File: config.mk
export PLATFORM = sky130hd
export DESIGN_NAME = lcd_instr_display
export DESIGN_NICKNAME = d
export VERILOG_FILES = /design/src/rtl/lcd_pkg.sv /design/src/rtl/bin2bcd_seq.sv /design/src/rtl/lcd_instr_display.sv
export SDC_FILE = /design/constraint.sdc
export NUM_CORES = 1
export LEC_CHECK = 0
export BUFFER_PORTS_ARGS = -buffer_cell sky130_fd_sc_hd__buf_2
export CORE_ASPECT_RATIO = 1.75
export CORE_MARGIN = 10
export CORE_UTILIZATION = 55
export DETAILED_ROUTE_END_ITERATION = 10
export PLACE_DENSITY = 0.73
export SLEW_MARGIN = 20
export SYNTH_ARGS = -nofsm -noshare
export SYNTH_HDL_FRONTEND = slang
export SYNTH_HIERARCHICAL = 1
export SYNTH_SLANG_ARGS = --single-unit
File: constraint.sdc
create_clock -name clk -period 5.5 [get_ports clk]
set_clock_uncertainty 0.15 [all_clocks]
set_input_delay 0.55 -clock clk [delete_from_list [all_inputs] [get_ports clk]]
set_output_delay 0.55 -clock clk [all_outputs]
set_load 0.01 [all_outputs]
File: src/rtl/lcd_pkg.sv
// lcd_pkg: shared constants and types for the LCD instruction display.
//   - CPU opcode encoding (LOAD .. DISPLAY)
//   - HD44780 command bytes used by init and refresh
//   - top-level FSM state and per-write phase enums
//   - mnemonic_char(): ASCII for one of the 5 mnemonic positions
package lcd_pkg;

  localparam logic [2:0] OP_LOAD    = 3'b000;
  localparam logic [2:0] OP_ADD     = 3'b001;
  localparam logic [2:0] OP_ADDI    = 3'b010;
  localparam logic [2:0] OP_SUB     = 3'b011;
  localparam logic [2:0] OP_SUBI    = 3'b100;
  localparam logic [2:0] OP_MUL     = 3'b101;
  localparam logic [2:0] OP_CLEAR   = 3'b110;
  localparam logic [2:0] OP_DISPLAY = 3'b111;

  localparam logic [7:0] CMD_FUNC_SET = 8'h38;  // 8-bit bus, 2 lines, 5x8 font
  localparam logic [7:0] CMD_DISP_ON  = 8'h0C;  // display on, cursor off
  localparam logic [7:0] CMD_ENTRY    = 8'h06;  // increment, no shift
  localparam logic [7:0] CMD_CLEAR    = 8'h01;
  localparam logic [7:0] CMD_LINE1    = 8'h80;
  localparam logic [7:0] CMD_LINE2    = 8'hC0;

  localparam logic [7:0] CH_SPACE = 8'h20;
  localparam logic [7:0] CH_ZERO  = 8'h30;

  typedef enum logic [2:0] {
    ST_PWRUP,
    ST_INIT,
    ST_IDLE,
    ST_CONVERT,
    ST_WRITE
  } state_t;

  typedef enum logic [1:0] {
    PH_SETUP,
    PH_EN,
    PH_WAIT
  } phase_t;

  function automatic logic [7:0] mnemonic_char(input logic [2:0] op, input logic [2:0] pos);
    logic [39:0] s;
    logic [7:0]  c;
    case (op)
      OP_LOAD:  s = "LOAD ";
      OP_ADD:   s = "ADD  ";
      OP_ADDI:  s = "ADDI ";
      OP_SUB:   s = "SUB  ";
      OP_SUBI:  s = "SUBI ";
      OP_MUL:   s = "MUL  ";
      OP_CLEAR: s = "CLEAR";
      default:  s = "DISP ";
    endcase
    case (pos)
      3'd0:    c = s[39:32];
      3'd1:    c = s[31:24];
      3'd2:    c = s[23:16];
      3'd3:    c = s[15:8];
      default: c = s[7:0];
    endcase
    return c;
  endfunction

  function automatic logic [7:0] init_cmd(input logic [1:0] idx);
    logic [7:0] c;
    case (idx)
      2'd0:    c = CMD_FUNC_SET;
      2'd1:    c = CMD_DISP_ON;
      2'd2:    c = CMD_ENTRY;
      default: c = CMD_CLEAR;
    endcase
    return c;
  endfunction

endpackage

File: src/rtl/bin2bcd_seq.sv
// bin2bcd_seq: sequential double-dabble, 16-bit binary to five BCD digits.
//   clk, reset_n : clock, async active-low reset
//   go           : one-cycle strobe, samples bin
//   bin[15:0]    : magnitude to convert
//   bcd[19:0]    : digits, [19:16] = ten-thousands ... [3:0] = units
//   done         : one-cycle pulse 16 cycles after go (17 cycles inclusive);
//                  bcd is valid from that cycle on until the next go
// The first shift is folded into the load (all digits are zero then, so no
// add-3 correction applies), leaving 15 shift cycles after go.
module bin2bcd_seq (
  input  logic        clk,
  input  logic        reset_n,
  input  logic        go,
  input  logic [15:0] bin,
  output logic [19:0] bcd,
  output logic        done
);

  logic [19:0] bcd_q, bcd_d;
  logic [15:0] sh_q, sh_d;
  logic [3:0]  rem_q, rem_d;
  logic        run_q, run_d;
  logic        done_q, done_d;
  logic [15:0] adj;

  // Before the final shift the value held is at most 32767, so the top digit
  // never reaches 5 and only the low four digits need the add-3 correction.
  generate
    for (genvar gi = 0; gi < 4; gi++) begin : g_adj
      assign adj[4*gi +: 4] = (bcd_q[4*gi +: 4] >= 4'd5) ? bcd_q[4*gi +: 4] + 4'd3
                                                         : bcd_q[4*gi +: 4];
    end
  endgenerate

  always_comb begin
    bcd_d  = bcd_q;
    sh_d   = sh_q;
    rem_d  = rem_q;
    run_d  = run_q;
    done_d = 1'b0;
    if (go) begin
      bcd_d = {19'd0, bin[15]};
      sh_d  = {bin[14:0], 1'b0};
      rem_d = 4'd15;
      run_d = 1'b1;
    end else if (run_q) begin
      bcd_d = {bcd_q[18:16], adj, sh_q[15]};
      sh_d  = {sh_q[14:0], 1'b0};
      rem_d = rem_q - 4'd1;
      if (rem_q == 4'd1) begin
        run_d  = 1'b0;
        done_d = 1'b1;
      end
    end
  end

  always_ff @(posedge clk or negedge reset_n) begin
    if (!reset_n) begin
      bcd_q  <= '0;
      sh_q   <= '0;
      rem_q  <= '0;
      run_q  <= 1'b0;
      done_q <= 1'b0;
    end else begin
      bcd_q  <= bcd_d;
      sh_q   <= sh_d;
      rem_q  <= rem_d;
      run_q  <= run_d;
      done_q <= done_d;
    end
  end

  assign bcd  = bcd_q;
  assign done = done_q;

endmodule

File: src/rtl/lcd_instr_display.sv
// lcd_instr_display: drives a 16x2 HD44780 LCD (8-bit, write-only) showing
// the last instruction accepted from the CPU sequencer.
//   clk, reset_n            : clock, async active-low reset
//   start, opcode, reg_idx,
//   value                   : one-cycle request and its fields
//   busy                    : high during init/refresh or with a request pending
//   lcd_data, lcd_rs, lcd_rw,
//   lcd_en, lcd_on, lcd_blon: LCD pins
// Build option: define LCD_SIGNED_EN to show value as two's complement
// ('+'/'-' and magnitude); otherwise unsigned with a blank sign position.
module lcd_instr_display
  import lcd_pkg::*;
#(
  parameter int unsigned PWRUP_CYC = 750000,
  parameter int unsigned EN_CYC    = 16,
  parameter int unsigned SETUP_CYC = 2,
  parameter int unsigned CMD_CYC   = 2500,
  parameter int unsigned CLR_CYC   = 100000
) (
  input  logic        clk,
  input  logic        reset_n,
  input  logic        start,
  input  logic [2:0]  opcode,
  input  logic [3:0]  reg_idx,
  input  logic [15:0] value,
  output logic        busy,
  output logic [7:0]  lcd_data,
  output logic        lcd_rs,
  output logic        lcd_rw,
  output logic        lcd_en,
  output logic        lcd_on,
  output logic        lcd_blon
);

  state_t      state_q, state_d;
  phase_t      phase_q, phase_d;
  logic [5:0]  widx_q, widx_d;     // write index within INIT (0..3) or refresh (0..33)
  logic [31:0] cnt_q, cnt_d;
  logic [2:0]  op_q, op_d;         // fields of the request being displayed
  logic [3:0]  reg_q, reg_d;
  logic [15:0] val_q, val_d;
  logic        pend_q, pend_d;     // single last-wins pending slot
  logic [2:0]  pop_q, pop_d;
  logic [3:0]  preg_q, preg_d;
  logic [15:0] pval_q, pval_d;
  logic        go_q, go_d;
  logic [7:0]  data_q, data_d;
  logic        rs_q, rs_d;
  logic        en_q, en_d;

  logic [31:0] wait_len;
  logic [5:0]  last_idx;
  logic        finish;
  logic [15:0] mag;
  logic [7:0]  sign_ch;
  logic [19:0] bcd;
  logic        bcd_done;

`ifdef LCD_SIGNED_EN
  assign mag     = val_q[15] ? (~val_q + 16'd1) : val_q;
  assign sign_ch = val_q[15] ? 8'h2D : 8'h2B;
`else
  assign mag     = val_q;
  assign sign_ch = CH_SPACE;
`endif

  bin2bcd_seq u_bcd (
    .clk     (clk),
    .reset_n (reset_n),
    .go      (go_q),
    .bin     (mag),
    .bcd     (bcd),
    .done    (bcd_done)
  );

  assign wait_len = (state_q == ST_INIT && widx_q == 6'd3) ? CLR_CYC : CMD_CYC;
  assign last_idx = (state_q == ST_INIT) ? 6'd3 : 6'd33;

  // Main sequencer, write-phase engine and request capture.
  always_comb begin
    state_d = state_q;
    phase_d = phase_q;
    widx_d  = widx_q;
    cnt_d   = cnt_q;
    op_d    = op_q;
    reg_d   = reg_q;
    val_d   = val_q;
    pend_d  = pend_q;
    pop_d   = pop_q;
    preg_d  = preg_q;
    pval_d  = pval_q;
    finish  = 1'b0;

    case (state_q)
      ST_PWRUP: begin
        if (cnt_q == PWRUP_CYC - 1) begin
          state_d = ST_INIT;
          widx_d  = '0;
          phase_d = PH_SETUP;
          cnt_d   = '0;
        end else begin
          cnt_d = cnt_q + 32'd1;
        end
      end
      ST_INIT, ST_WRITE: begin
        cnt_d = cnt_q + 32'd1;
        case (phase_q)
          PH_SETUP: if (cnt_q == SETUP_CYC - 1) begin
            phase_d = PH_EN;
            cnt_d   = '0;
          end
          PH_EN: if (cnt_q == EN_CYC - 1) begin
            phase_d = PH_WAIT;
            cnt_d   = '0;
          end
          default: if (cnt_q == wait_len - 1) begin
            phase_d = PH_SETUP;
            cnt_d   = '0;
            if (widx_q == last_idx) finish = 1'b1;
            else                    widx_d = widx_q + 6'd1;
          end
        endcase
      end
      ST_IDLE: begin
        if (start) begin
          op_d    = opcode;
          reg_d   = reg_idx;
          val_d   = value;
          pend_d  = 1'b0;
          state_d = ST_CONVERT;
        end else if (pend_q) begin
          op_d    = pop_q;
          reg_d   = preg_q;
          val_d   = pval_q;
          pend_d  = 1'b0;
          state_d = ST_CONVERT;
        end
      end
      ST_CONVERT: begin
        if (bcd_done) begin
          state_d = ST_WRITE;
          widx_d  = '0;
          phase_d = PH_SETUP;
          cnt_d   = '0;
        end
      end
      default: state_d = ST_PWRUP;
    endcase

    // End of init or refresh: a pending request skips IDLE entirely.
    if (finish) begin
      if (pend_q) begin
        op_d    = pop_q;
        reg_d   = preg_q;
        val_d   = pval_q;
        pend_d  = 1'b0;
        state_d = ST_CONVERT;
      end else begin
        state_d = ST_IDLE;
      end
    end

    // Requests arriving outside IDLE land in the pending slot; this wins over
    // a same-cycle consume so the newer request is not lost.
    if (start && state_q != ST_IDLE) begin
      pend_d = 1'b1;
      pop_d  = opcode;
      preg_d = reg_idx;
      pval_d = value;
    end
  end

  assign go_d = (state_d == ST_CONVERT) && (state_q != ST_CONVERT);

  // Byte for the write selected by the next state/index; registered so RS and
  // DATA change only when a write's SETUP phase begins.
  always_comb begin
    logic [3:0] pos;
    logic [3:0] ones;
    rs_d   = rs_q;
    data_d = data_q;
    pos    = '0;
    ones   = (reg_q >= 4'd10) ? reg_q - 4'd10 : reg_q;
    if (state_d == ST_INIT) begin
      rs_d   = 1'b0;
      data_d = init_cmd(widx_d[1:0]);
    end else if (state_d == ST_WRITE) begin
      rs_d = 1'b1;
      if (widx_d == 6'd0) begin
        rs_d   = 1'b0;
        data_d = CMD_LINE1;
      end else if (widx_d == 6'd17) begin
        rs_d   = 1'b0;
        data_d = CMD_LINE2;
      end else if (widx_d < 6'd17) begin
        pos = widx_d[3:0] - 4'd1;
        if (pos < 4'd5)                          data_d = mnemonic_char(op_q, pos[2:0]);
        else if (op_q == OP_CLEAR)               data_d = CH_SPACE;
        else if (pos == 4'd6)                    data_d = 8'h52;  // 'R'
        else if (pos == 4'd7)                    data_d = (reg_q >= 4'd10) ? 8'h31 : CH_ZERO;
        else if (pos == 4'd8)                    data_d = CH_ZERO + {4'd0, ones};
        else                                     data_d = CH_SPACE;
      end else begin
        pos = widx_d[3:0] - 4'd2;
        data_d = CH_SPACE;
        if (op_q != OP_CLEAR) begin
          case (pos)
            4'd0:    data_d = 8'h56;  // 'V'
            4'd1:    data_d = 8'h41;  // 'A'
            4'd2:    data_d = 8'h4C;  // 'L'
            4'd4:    data_d = sign_ch;
            4'd5:    data_d = CH_ZERO + {4'd0, bcd[19:16]};
            4'd6:    data_d = CH_ZERO + {4'd0, bcd[15:12]};
            4'd7:    data_d = CH_ZERO + {4'd0, bcd[11:8]};
            4'd8:    data_d = CH_ZERO + {4'd0, bcd[7:4]};
            4'd9:    data_d = CH_ZERO + {4'd0, bcd[3:0]};
            default: data_d = CH_SPACE;
          endcase
        end
      end
    end
  end

  assign en_d = (state_d == ST_INIT || state_d == ST_WRITE) && (phase_d == PH_EN);

  always_ff @(posedge clk or negedge reset_n) begin
    if (!reset_n) begin
      state_q <= ST_PWRUP;
      phase_q <= PH_SETUP;
      widx_q  <= '0;
      cnt_q   <= '0;
      op_q    <= '0;
      reg_q   <= '0;
      val_q   <= '0;
      pend_q  <= 1'b0;
      pop_q   <= '0;
      preg_q  <= '0;
      pval_q  <= '0;
      go_q    <= 1'b0;
      data_q  <= 8'h00;
      rs_q    <= 1'b0;
      en_q    <= 1'b0;
    end else begin
      state_q <= state_d;
      phase_q <= phase_d;
      widx_q  <= widx_d;
      cnt_q   <= cnt_d;
      op_q    <= op_d;
      reg_q   <= reg_d;
      val_q   <= val_d;
      pend_q  <= pend_d;
      pop_q   <= pop_d;
      preg_q  <= preg_d;
      pval_q  <= pval_d;
      go_q    <= go_d;
      data_q  <= data_d;
      rs_q    <= rs_d;
      en_q    <= en_d;
    end
  end

  assign busy     = (state_q != ST_IDLE) || pend_q;
  assign lcd_data = data_q;
  assign lcd_rs   = rs_q;
  assign lcd_en   = en_q;
  assign lcd_rw   = 1'b0;
  assign lcd_on   = 1'b1;
  assign lcd_blon = 1'b1;

endmodule

# ---- After elaboration in Yosys (flattened, before gate mapping)
# Cells that the tools add are included.
dict set report totals {
  ff_bits 143
  inputBits 26
  out_inout_bits 14
  elab_cells 194
}
dict set report op_classes {
  add_sub_neg 17
  magnitude_cmp 7
  n_eq_ne 42
  n_mux 89
  n_reduce_logical 19
}
# op n
set ops {}
lappend ops {{one-hot mux 37 bit (7 select lines)} 1}
lappend ops {{two-way mux 32 bit} 5}
lappend ops {{two-way mux 16 bit} 7}
lappend ops {{one-hot mux 32 bit (3 select lines)} 1}
lappend ops {{one-hot mux 32 bit (2 select lines)} 1}
lappend ops {{one-hot mux 7 bit (8 select lines)} 1}
lappend ops {{two-way mux 4 bit} 12}
lappend ops {{two-way mux 8 bit} 6}
lappend ops {{adder 6 x 4 -> 7 bit, first input constant} 6}
lappend ops {{two-way mux 20 bit} 2}
lappend ops {{two-way mux 6 bit} 6}
lappend ops {{one-hot mux 6 bit (3 select lines)} 2}
lappend ops {{two-way mux 7 bit} 5}
lappend ops {{adder 32 x 1 -> 32 bit, second input constant} 1}
lappend ops {{equality test 32 x 1 -> 1 bit, second input constant} 1}
lappend ops {{equality test 32 x 20 -> 1 bit, second input constant} 1}
lappend ops {{equality test 32 bit} 1}
lappend ops {{equality test 32 x 4 -> 1 bit, second input constant} 1}
lappend ops {{one-hot mux 8 bit (4 select lines)} 1}
lappend ops {{two-way mux 3 bit} 10}
lappend ops {{equality test 3 x 2 -> 1 bit, second input constant} 7}
lappend ops {{equality test 4 x 3 -> 1 bit, second input constant} 5}
lappend ops {{two-way mux 1 bit} 20}
lappend ops {{subtractor 17 x 1 -> 18 bit, second input constant} 1}
lappend ops {{other kinds (37)} 70}

# ---- Longest topological paths before layout
dict set report logic_depth {
  depth_word 20
  ltp_mapped 18
  depth_no_buf 16
}

# ---- By module
# The synthesis kept the hierarchy.
# module instances cells_per_inst area_per_inst_um2 seq_area_each_um2
set modules_own_cells {}
lappend modules_own_cells {lcd_instr_display 1 742 6652.6 2527.4}
lappend modules_own_cells {bin2bcd_seq 1 221 2180.8 1026.0}

# ---- Worst setup path before layout
# No wires, ideal clock.
dict set report synth_timing {
  path_type {reg2reg}
  startpoint {reg cnt_q[0]}
  endpoint {reg data_q[3] (netlist: lcd_data[3])}
  setup_time_ns 0.134
  arrival_time_ns 3.689
  required_time_ns 5.216
  slack_ns 1.527
  stages_incl_launch_ff 14
  n_path_buf 0
  synth_period_minus_slack_ns 3.973
  path_cell_list {dfrtp_1 -> ha_1 -> or4bb_1 -> nor3_4 -> a41oi_1 -> o21a_1 -> a31oi_1 -> ha_1 -> inv_1 -> or4_1 -> o21a_2 -> and4b_4 -> a222oi_1 -> o21ai_1}
}
dict set report synth_between {
  elab_chain_len 16
  word_cells_on_any_way 53
  cone_classes {add/sub (2); order compare (2); eq/ne (20); mux (24); reduce/logical (5)}
}
# element line
set synth_lines {}
lappend synth_lines {{from (decl)} lcd_instr_display.sv:38} ;# logic [31:0] cnt_q, cnt_d;
lappend synth_lines {{from (signal assigned)} lcd_instr_display.sv:247} ;# cnt_q <= cnt_d;
lappend synth_lines {{equality test 32 bit} lcd_instr_display.sv:116} ;# default: if (cnt_q == wait_len - 1) begin
lappend synth_lines {{two-way mux 6 bit} lcd_instr_display.sv:116}
lappend synth_lines {{two-way mux 6 bit} lcd_instr_display.sv:107} ;# case (phase_q)
lappend synth_lines {{one-hot mux 6 bit (3 select lines)} lcd_instr_display.sv:94} ;# case (state_q)
lappend synth_lines {{subtractor 4 x 1 -> 4 bit} lcd_instr_display.sv:196} ;# pos = widx_d[3:0] - 4'd1;
lappend synth_lines {{equality test 4 bit} lcd_instr_display.sv:201} ;# else if (pos == 4'd8) data_d = CH_ZERO + {4'd0, ones};
lappend synth_lines {{two-way mux 7 bit} lcd_instr_display.sv:201}
lappend synth_lines {{two-way mux 7 bit} lcd_instr_display.sv:200} ;# else if (pos == 4'd7) data_d = (reg_q >= 4'd10) ? 8'h31 : CH_ZERO;
lappend synth_lines {{two-way mux 7 bit} lcd_instr_display.sv:199} ;# else if (pos == 4'd6) data_d = 8'h52;
lappend synth_lines {{two-way mux 7 bit} lcd_instr_display.sv:198} ;# else if (op_q == OP_CLEAR) data_d = CH_SPACE;
lappend synth_lines {{two-way mux 8 bit} lcd_instr_display.sv:197} ;# if (pos < 4'd5) data_d = mnemonic_char(op_q, pos[2:0]);
lappend synth_lines {{two-way mux 8 bit} lcd_instr_display.sv:195} ;# end else if (widx_d < 6'd17) begin
lappend synth_lines {{two-way mux 8 bit} lcd_instr_display.sv:192} ;# end else if (widx_d == 6'd17) begin
lappend synth_lines {{two-way mux 8 bit} lcd_instr_display.sv:189} ;# if (widx_d == 6'd0) begin
lappend synth_lines {{two-way mux 8 bit} lcd_instr_display.sv:187} ;# end else if (state_d == ST_WRITE) begin
lappend synth_lines {{two-way mux 8 bit} lcd_instr_display.sv:184} ;# if (state_d == ST_INIT) begin
lappend synth_lines {{to (signal assigned)} lcd_instr_display.sv:256} ;# data_q <= data_d;
lappend synth_lines {{to (decl)} lcd_instr_display.sv:47} ;# logic [7:0] data_q, data_d;
# Parallel ways exist; a longest one is shown, timed or not. The select of a mux whose other input is x is not followed.
# A chain may end at the register's enable or synchronous reset.

# ---- Worst setup path after layout
dict set report layout_timing {
  startpoint {reg cnt_q[11]}
  endpoint {reg data_q[3] (netlist: lcd_data[3])}
}
# Same word-level chain as after synthesis.

==> results by group <==
Drt
  – Final routed DRC violation total: 0
  – Via count: 7275
  – Vias per inst: 6.22
  – Iteration-0 DRC Markers: 512
  – First-pass DRT Iterations: 5
  – Final WL: 21.0 mm
  – Routed len/inst: 18.0 microns
  – Post-route ant nets: 0

Placement
  – Placed Cells: 1138
  – Buffers on Ports: 36
  – Hpwl dp: 14.4 mm
  – RePlAce Congestion: 0.936

Pwr
  – Leak: 0.00400 uW
  – Power Density: 237 nW/um^2
  – VDD IR max: 155 uV

GRT
  – Grt met2 use: 36.1%
  – First-pass GRT wire length: 35.3 mm
  – Gr usage total: 19.8%
  – Initial antenna violation count: 0
  – Met3 global-route usage: 3.07%
  – GR peak layer: met2
  – GR Layer Usage met1: 21.6%
  – Largest net degree at the start of global routing: 100
  – Global route total overflow: 0
  – Vias in the first global route: 7340

Floorplan
  – Die Y: 188 microns
  – Rows: 61
  – Core Box Area: 15900 sq um
  – Initial Util: 55.6%
  – # IOs: 40
  – Die Width: 116 microns
  – Die ar.: 21700 sq um

Layout
  – # nets final: 1022
  – Layout cells sized above 1: 15.2%
  – ANT cells: 0
  – Non-filler cells, final: 1170
  – Area grow syn2layout: 8.51%
  – Footprint of the multi-input gates: 4840 sq um
  – Final core utilization: 60.4%
  – Number of fill cells in the layout: 1388
  – Register area: 3550 sq um

CTS
  – CTS tree: done
  – Clock Sink Count: 142
  – # resized after CTS: 0
  – Cts hold-fix bufs: 0
  – Root Buffer: clkbuf_16
  – CTS clk-pin slew, worst paths: 0.07 ns
  – CTS buffer count: 17
  – Max Root-Sink Buffers: 2
  – H-tree Lvls: 4
  – Setup Fix Bufs, Post-CTS: 0
  – Clk_lat worst skew: 0.43 ns

Yosys
  – Compound-cell area share of the yosys netlist: 19.0%
  – Synth cell types: 95
  – Synth top area share: 40.2%
  – EDFF count, synth: 0
  – Commonest cells post-synth: 142 x dfrtp_1, 98 x nor2_1, 77 x nand2_1
  – Register bit count reported by yosys: 142
  – Post-synthesis xor/xnor area fraction: 3.57%
  – FFs w/ async S/R, synth: 100%
  – Warnings, synthesis: 6
  – Gate Count Post-Synth: 963
  – Post-synthesis adder-cell area fraction: 3.97%
  – Main combinational cell family by area after synthesis: simple AND/OR/NAND/NOR gates
  – Most used DFF post-synth: dfrtp_1
  – Synth top area cells: dfrtp_1 40%, nor2_1 4.2%, a21oi_1 4.0%
  – Post-Synthesis Cell Area: 8830 sq um
  – Syn Area/Cell: 9.17 sq um
  – Leading area contributor after synthesis: dfrtp_1
  – Post-Synth Simple-Gate Area: 22.2%
  – Mux contribution to synthesized area: 5.81%
  – Sequential share of the synthesized area: 40.2%
  – Most frequent cell after synthesis: dfrtp_1

STA
  – Slew headroom: 30.0%
  – Achievable Freq: 202 MHz
  – Max-slew violations: 0
  – Min cycle time layout: 4.94 ns
  – Unrepaired setup endpoints after global routing: no
  – Setup TNS: 0 ns
  – Fin. Hold Viols: 0
  – Worst Max-Slew Pin Slew: 1.05 ns
  – Hold slack: 0.0462 ns
  – Final Setup Violations: 0
  – Tcrit/Tclk final: 89.9%

Worst setup path
  – Critical setup path kind: flop to flop
  – Crit path DAT: 5.09 ns
  – Worst reg2reg path startpoint: cnt_q[11]
  – Worst setup path endpoint: lcd_data[3]
  – Buffers and inverters on the worst path: 1
  – Crit path launch type: flop
  – Register-to-Register Setup Slack: 0.56 ns
  – Critical Path End Type: flop
  – Critical-path top delay cell: ha_1
  – Worst path max stage delay: 0.63 ns
  – Worst path top cell family by delay: compound AO/OA/AOI/OAI gates
  – Critical path, cell by cell: or3_1 -> nor3_1 -> mux2_2 -> a41oi_1 -> o21a_1 -> a31oi_1 -> ha_1 -> inv_1 -> a32oi_1 -> o32ai_1 -> o31ai_4 -> and4b_4 -> a222oi_1 -> o21ai_1
  – Crit Path Max Fanout: 15
  – R2r endpoint: lcd_data[3]
  – Crit path depth: 14
  – Req. time, crit path: 5.65 ns
  – Worst r2r path cells: 14
  – Start point of the critical path: cnt_q[11]

Hold path
  – Worst hold path type: input port to async pin

Run status
  – Status: completed

Flow run
  – Max_cap viols: 0
==> worst register-to-register path, delay by kind of cell (launching register included) <==
family | cells | cell delay, ns
AO/OA/AOI/OAI | 8 | 2.01
multiplexers | 1 | 0.38
adder cells (fa/ha/maj) | 1 | 0.63
AND/OR/NAND/NOR | 3 | 1.04
flip-flops | 1 | 0.43
buffers and inverters | 1 | 0.20
==> state kept, by name, summed over array words and instances (netlist names) <==
name         flops
u_bcd/done       1
u_bcd/bcd       20
pval_q          16
lcd_en           1
u_bcd/sh_q      15
reg_q            4
state_q          3
lcd_rs           1
u_bcd/run_q      1
lcd_data         8
go_q             1
cnt_q           32
mag             16
widx_q           6
op_q             3
pop_q            3
u_bcd/rem_q      4
phase_q          2
pend_q           1
preg_q           4
==> worst min path at each step <==
| stage | startpoint | to | slack (ns) | depth (start not counted) |
|---|---|---|---|---|
| 2_1_floorplan | reset_n | cnt_q[0] | 0.10 | 0 |
| 3_3_place_gp | lcd_rs | lcd_rs | 0.33 | 2 |
| 3_5_place_dp | lcd_rs | lcd_rs | 0.33 | 2 |
| 4_1_cts | reset_n | lcd_rs | 0.13 | 1 |
| 5_1_grt | reset_n | preg_q[1] | 0.15 | 1 |
| 6_report | reset_n | lcd_data[7] | 0.05 | 1 |
==> kinds of logic after synthesis <==
logic type,after synthesis
adders and majority gates,28
other,2
buffers and inverters,90
DFF,142
muxes,48
xor gates and xnor gates,36
and+or+nand+nor,371
AOI/OAI and AO/OA,246
==> layout by cell type, fill, tap and decap left out, types with 25 or more instances in the layout <==
cell and n:
a21oi_1 71, buf_2 35, dfrtp_1 141, ha_1 28, inv_1 26, mux2_2 25, nand2_1 77, nand2b_1 33
nand3_1 56, nor2_1 98, o21ai_0 53
==> power by group <==
part / internal, uW / total, uW / switching [uW]
Clock: 604 / 1130 / 531
Sequential: 1060 / 1070 / 12.4
Combinational: 23.3 / 61.2 / 38.0
Total: 1690 / 2270 / 581
==> stage by stage <==
step	cell area, sq um	setup slack, ns	total power [uW]
2_1_floorplan	8840	1.53	1120
3_3_place_gp	9010	0.802	1150
3_5_place_dp	9010	0.684	1160
4_1_cts	9590	0.626	2290
5_1_grt	9590	0.224	2350
6_report	9590	0.556	2270
==> final cells by class <==
| type | instances | area share [%] |
|---|---|---|
| Multi-Input combinational cell | 732 | 50.5 |
| Sequential cell | 142 | 37.1 |
| Clock buffer | 17 | 4.44 |
| Timing Repair Buffer | 48 | 2.88 |
| Tap cell | 189 | 2.47 |
| Clock inverter | 15 | 1.54 |
| Inverter | 27 | 1.08 |
==> routing by layer <==
metal,routed length [microns],vias up
li1,-,3515
met1,8280,3545
met2,11600,166
met3,613,49
met4,570,0
met5,0,-
Note: power is estimated with default switching activity, not from simulation.
